--- src/rtl/avm_pkg.sv ---
// Shared types and helpers for the byte-wide Avalon-MM initiator and its lane steering.
package avm_pkg;

  localparam int unsigned READ_LAT_MIN = 1;
  localparam int unsigned READ_LAT_MAX = 7;
  localparam int unsigned LAT_CNT_W    = $clog2(READ_LAT_MAX + 1);
  localparam int unsigned LANES        = 4;
  localparam int unsigned BYTE_W       = 8;
  localparam int unsigned WORD_W       = LANES * BYTE_W;

  typedef enum logic [1:0] {
    IDLE  = 2'd0,
    CMD   = 2'd1,
    RWAIT = 2'd2,
    DONE  = 2'd3
  } state_t;

  // Byte offset within a word to a strictly one-hot byteenable.
  function automatic logic [LANES-1:0] lane_decode(input logic [1:0] lane);
    logic [LANES-1:0] be;
    case (lane)
      2'd0:    be = 4'b0001;
      2'd1:    be = 4'b0010;
      2'd2:    be = 4'b0100;
      default: be = 4'b1000;
    endcase
    return be;
  endfunction

endpackage

--- src/rtl/avm_lane_sel.sv ---
// Combinational byte-lane steering: 32-to-8 read mux and one-hot byteenable decode.
module avm_lane_sel
  import avm_pkg::*;
(
  input  logic [1:0]        lane,
  input  logic [WORD_W-1:0] data,
  output logic [BYTE_W-1:0] lane_byte_c,
  output logic [LANES-1:0]  byteenable_c
);

  always_comb begin
    lane_byte_c = data[7:0];
    case (lane)
      2'd0:    lane_byte_c = data[7:0];
      2'd1:    lane_byte_c = data[15:8];
      2'd2:    lane_byte_c = data[23:16];
      default: lane_byte_c = data[31:24];
    endcase
  end

  assign byteenable_c = lane_decode(lane);

endmodule

--- src/rtl/avm_byte_master.sv ---
// Avalon-MM initiator turning single-byte CPU requests into 32-bit word transactions.
module avm_byte_master
  import avm_pkg::*;
#(
  parameter int unsigned ADDR_W       = 13,
  parameter int unsigned READ_LATENCY = 1
) (
  input  logic                clk,
  input  logic                reset_n,
  input  logic                req,
  input  logic                we,
  input  logic [ADDR_W-1:0]   addr,
  input  logic [BYTE_W-1:0]   wdata,
  output logic                ack,
  output logic [BYTE_W-1:0]   rdata,
  output logic                busy,
  output logic [ADDR_W-3:0]   avm_address,
  output logic [LANES-1:0]    avm_byteenable,
  output logic                avm_chipselect,
  output logic                avm_write,
  output logic                avm_read,
  output logic [WORD_W-1:0]   avm_writedata,
  input  logic [WORD_W-1:0]   avm_readdata,
  input  logic                avm_waitrequest,
  output logic                avm_clken
);

  localparam logic [LAT_CNT_W-1:0] LAT_LOAD = LAT_CNT_W'(READ_LATENCY - 1);

  state_t               state, state_n;
  logic [ADDR_W-1:0]    addr_q, addr_n;
  logic                 we_q, we_n;
  logic [BYTE_W-1:0]    wdata_q, wdata_n;
  logic [LAT_CNT_W-1:0] cnt_q, cnt_n;

  logic                 ack_n, busy_n, cs_n, write_n, read_n;
  logic [BYTE_W-1:0]    rdata_n;
  logic [LANES-1:0]     be_n;

  logic [1:0]           lane_c;
  logic [BYTE_W-1:0]    lane_byte_c;
  logic [LANES-1:0]     lane_be_c;

  // In IDLE the decode sees the incoming address so byteenable can be registered with the command.
  assign lane_c = (state == IDLE) ? addr[1:0] : addr_q[1:0];

  avm_lane_sel u_lane_sel (
    .lane         (lane_c),
    .data         (avm_readdata),
    .lane_byte_c  (lane_byte_c),
    .byteenable_c (lane_be_c)
  );

  assign avm_address   = addr_q[ADDR_W-1:2];
  assign avm_writedata = {LANES{wdata_q}};

  // State, command and output registers.
  always_ff @(posedge clk or negedge reset_n) begin
    if (!reset_n) begin
      state          <= IDLE;
      addr_q         <= '0;
      we_q           <= 1'b0;
      wdata_q        <= '0;
      cnt_q          <= '0;
      ack            <= 1'b0;
      rdata          <= '0;
      busy           <= 1'b0;
      avm_byteenable <= '0;
      avm_chipselect <= 1'b0;
      avm_write      <= 1'b0;
      avm_read       <= 1'b0;
      avm_clken      <= 1'b0;
    end else begin
      state          <= state_n;
      addr_q         <= addr_n;
      we_q           <= we_n;
      wdata_q        <= wdata_n;
      cnt_q          <= cnt_n;
      ack            <= ack_n;
      rdata          <= rdata_n;
      busy           <= busy_n;
      avm_byteenable <= be_n;
      avm_chipselect <= cs_n;
      avm_write      <= write_n;
      avm_read       <= read_n;
      avm_clken      <= 1'b1;
    end
  end

  // Next state plus next values of the registered Moore outputs.
  always_comb begin
    state_n = state;
    addr_n  = addr_q;
    we_n    = we_q;
    wdata_n = wdata_q;
    cnt_n   = cnt_q;
    rdata_n = rdata;
    be_n    = avm_byteenable;
    ack_n   = 1'b0;
    cs_n    = 1'b0;
    write_n = 1'b0;
    read_n  = 1'b0;

    case (state)
      IDLE: begin
        if (req) begin
          addr_n  = addr;
          we_n    = we;
          wdata_n = wdata;
          be_n    = lane_be_c;
          cs_n    = 1'b1;
          write_n = we;
          read_n  = !we;
          state_n = CMD;
        end
      end

      CMD: begin
        if (avm_waitrequest) begin
          cs_n    = 1'b1;
          write_n = we_q;
          read_n  = !we_q;
        end else if (we_q) begin
          ack_n   = 1'b1;
          state_n = DONE;
        end else begin
          cnt_n   = LAT_LOAD;
          state_n = RWAIT;
        end
      end

      RWAIT: begin
        if (cnt_q == '0) begin
          rdata_n = lane_byte_c;
          ack_n   = 1'b1;
          state_n = DONE;
        end else begin
          cnt_n = cnt_q - LAT_CNT_W'(1);
        end
      end

      DONE: begin
        state_n = IDLE;
      end

      default: begin
        state_n = IDLE;
      end
    endcase

    busy_n = (state_n != IDLE);
  end

endmodule

--- config.mk ---
export PLATFORM = sky130hd
export DESIGN_NAME = avm_byte_master
export DESIGN_NICKNAME = d
export VERILOG_FILES = /design/src/rtl/avm_pkg.sv /design/src/rtl/avm_lane_sel.sv /design/src/rtl/avm_byte_master.sv
export SDC_FILE = /design/constraint.sdc
export NUM_CORES = 1
export LEC_CHECK = 0
export CORE_MARGIN = 2
export CORE_UTILIZATION = 44
export DETAILED_ROUTE_END_ITERATION = 12
export MAX_ROUTING_LAYER = met4
export PLACE_DENSITY = 0.95
export SLEW_MARGIN = 20
export SYNTH_ARGS = -nofsm -noshare
export SYNTH_HDL_FRONTEND = slang
export SYNTH_SLANG_ARGS = --single-unit
--- constraint.sdc ---
create_clock -name clk -period 4.65 [get_ports clk]
set_input_delay 1.1625 -clock clk [delete_from_list [all_inputs] [get_ports clk]]
set_output_delay 1.1625 -clock clk [all_outputs]
set_load 0.02 [all_outputs]
==> flow_metrics.tcl <==
set metrics [dict create \
    clk-insertion-delay-late_ns 0.29 \
    ys.warnings.count 0 \
    die_span_in_x_um 78.9 \
    timing.critical_path.required_ns 4.81 \
    ys_seq_elements 45 \
    synth_most_common_cell "sky130_fd_sc_hd__dfrtp_1" \
    cp-startpoint "addr[0]" \
    holdBufCountCts 0 \
    leakage_nw 1.46 \
    number_of_distinct_library_cells_after_synthesis 37 \
    worst_hold_path_type "flop to flop" \
    routed-wl-met3_um 356 \
    critical_path.slowest_cell "sky130_fd_sc_hd__clkdlybuf4s50_1" \
    clock_path_buffers 2 \
    critical_path_capture_point_type "flop" \
    syn-mean-instance-area_um2 10.1 \
    die-area_mm2 0.00623 \
    fp.coreArea_mm2 0.00547 \
    synth_largest_type_area_fraction_pct 45.6 \
    worstPathArrival_ns 2.89 \
    maxClockFrequency_mhz 366 \
    layout.filler_cells 448 \
    grt_pass1_wl_mm 9.69 \
    worst-slew-pin-transition_ns 0.649 \
    max-vdd-ir-drop_uv 304 \
    numPortBuffers 118 \
    synthesis.area_mm2 0.00247 \
    path_cells "clkdlybuf4s50_1, nor2b_1, a22o_1, a222oi_1, o31ai_1" \
    mappedNetlistNets 307 \
    diodes 0 \
    relSlewSlack_pct 56.7 \
    grt.total_usage_pct 20.3 \
    placementRows 27 \
    ratio_of_cells_with_drive_above_1_in_the_final_layout_pct 11.1 \
    routed_via_count 2064 \
    drt-pass1-iter-count 5 \
    wirelength_met1_mm 2.39 \
    finalSetupViolCount 0 \
    r2r_start "state[1]" \
    grt_pass1_vias 2022 \
    detail-route-antenna-nets 0 \
    yosys-top-cells-count "sky130_fd_sc_hd__dfrtp_1 (45), sky130_fd_sc_hd__buf_4 (38), sky130_fd_sc_hd__nand2_1 (27), sky130_fd_sc_hd__mux2_2 (23), sky130_fd_sc_hd__nor2_1 (15)" \
    total_negative_slack_for_setup_checks_ns 0 \
    die_h_um 78.9 \
    min_from "rdata[3]" \
    post_drt_wl_per_cell_um 15.3 \
    sequential_area_share_after_synthesis_pct 45.6 \
    path_clk_slew_ns 0.09 \
    power_density_mw_per_mm2 737 \
    cts_buffers 5 \
    asyncSetResetFlopFracSynth_pct 100 \
    detailedPlacementHpwl_mm 4.64 \
    floorplan.io_pins 119 \
    routed-wl-met2_mm 3.20 \
    cts.htree.levels 2 \
    post_dp_cell_area_mm2 0.00341 \
    gr_overflow_total 0 \
    timing.setup.critical_path_class "input pin to flop" \
    rsz_0062_raised_after_global_routing "false" \
    power.total_mw 2.58 \
    timing.max_cap.violations 0 \
    synth.area.top_cells "sky130_fd_sc_hd__dfrtp_1 (46%), sky130_fd_sc_hd__buf_4 (12%), sky130_fd_sc_hd__mux2_2 (10%), sky130_fd_sc_hd__nand2_1 (4.1%), sky130_fd_sc_hd__o31ai_1 (3.6%)" \
    layout-area-overhead-vs-synth_pct 42.0 \
    drt_iter0_drc 106 \
    path_max_fanout 11 \
    final_hold_viol_count 0 \
    timing_max_transition_violations_final 0 \
    postCtsSetupBuffers 0 \
    detail_route.drc_violations 0 \
    finClkSkew_ns 0.00673 \
    syn_inst 244 \
    post-route-period-util_pct 58.8 \
    finalNetCount 386 \
    floorplan.initialDensity_pct 45.1 \
    yosys_most_used_dff "sky130_fd_sc_hd__dfrtp_1" \
    synth_edf_count 0 \
    largest_net_degree_at_the_start_of_global_routing 46 \
    synth_top_cell_by_area "sky130_fd_sc_hd__dfrtp_1" \
    outcome "completed" \
    antenna_found_initial 0 \
    cts_resized 0 \
    gp_routability_congestion 0.792 \
    via_per_inst 5.21 \
    period_needed_ns 2.74 \
    critPathLaunchType "input pin" \
    finalWirelength_mm 6.04 \
    clock-root-buffer "sky130_fd_sc_hd__clkbuf_8" \
    tritoncts_num_sinks 45 \
    path_delay_family "compound AO/OA/AOI/OAI gates" \
    worst_path_largest_cell_delay_ns 0.69 \
    layout.cell_area.non_filler_mm2 0.00351 \
    highest-signal-layer "met4" \
    worstPathBufferInverterCount 1 \
    tritoncts "yes" \
]
==> area by class of cell <==
cell class	count	area, um^2	share of cell area [%]
Clock inverter	2	13.8	0.392
Clock buffer	6	82.6	2.35
Sequential cell	45	1130	32.1
Inverter	12	45.0	1.28
Timing Repair Buffer	118	1180	33.6
Multi-Input combinational cell	141	971	27.7
Tap cell	72	90.1	2.57
==> logic make-up after synthesis <==
logic type,share of synthesized area (%)
buffers and inverters,15.1
and+or+nand+nor,12.1
DFF,45.6
adders and majority gates,2.53
AOI/OAI and AO/OA,13.6
other,0.152
muxes,10.9
==> stage by stage <==
| step | instances | hold WS (ns) | setup WS, ns | util (%) |
|---|---|---|---|---|
| after floorplan | 244 | 0.471 | 2.53 | - |
| after global placement | 388 | 0.461 | 1.60 | 62.3 |
| after detailed placement | 388 | 0.472 | 1.57 | 62.3 |
| after CTS | 396 | 0.492 | 1.89 | 64.0 |
| after global routing | 396 | 0.520 | 1.80 | 64.1 |
| final | 396 | 0.488 | 1.91 | 64.1 |
==> registers in the layout, indices dropped and copies added (netlist names) <==
register,count
state,2
avm_clken,1
avm_chipselect,1
avm_byteenable,4
addr_q,13
wdata_q,8
avm_write,1
cnt_q,3
rdata,8
we_q,1
busy,1
ack,1
avm_read,1
==> placed cells by master (no fill, tap or decap), drive strengths merged <==
cell type	Yosys	layout
a22o	1	1
a31oi	1	1
dfrtp	45	45
o22ai	3	3
o31ai	12	12
clkinv	0	2
a32o	1	1
clkbuf	2	6
nor2	15	15
conb	1	1
a21o	2	2
o2111ai	1	1
buf	44	1
nand2	28	28
and2	2	2
nand3	4	4
nand3b	1	1
clkdlybuf4s50	0	117
o32ai	1	1
nor3	5	5
nand2b	4	4
mux2i	1	1
or3b	4	4
o21bai	1	1
inv	12	12
ha	5	5
a21oi	5	5
a32oi	2	2
a221oi	3	3
a222oi	3	3
o21ai	10	10
mux2	23	23
o21a	1	1
nor2b	1	1
==> final timing paths <==
check | end | slack, ns | cells past startpoint
setup reg to reg | rdata[1] | 2.39 | 6
max in group asynchronous | addr_q[6] | 3.39 | 1
min in group asynchronous | we_q | 0.87 | 1
hold reg to reg | rdata[3] | 0.49 | 2
setup / recovery | rdata[1] | 1.91 | 5
hold / removal | rdata[3] | 0.49 | 2
==> worst min-delay path: stages (launching register included) <==
cell and delay (ns):
sky130_fd_sc_hd__dfrtp_1 0.35, sky130_fd_sc_hd__nand2_1 0.05, sky130_fd_sc_hd__o31ai_1 0.05
==> per-layer routing <==
layer,GRT usage [%],vias up
li1,-,966
met2,35.7,93
met5,-,-
met4,6.03,0
met3,3.75,10
met1,23.7,995
==> where the power goes <==
part	switching (mW)	leakage [nW]	total (mW)	internal (mW)
clock	0.129	0.0512	0.250	0.120
combinational	0.819	0.858	1.60	0.780
sequential	0.154	0.551	0.735	0.581
No activity file was read; power rests on OpenSTA's default activity.
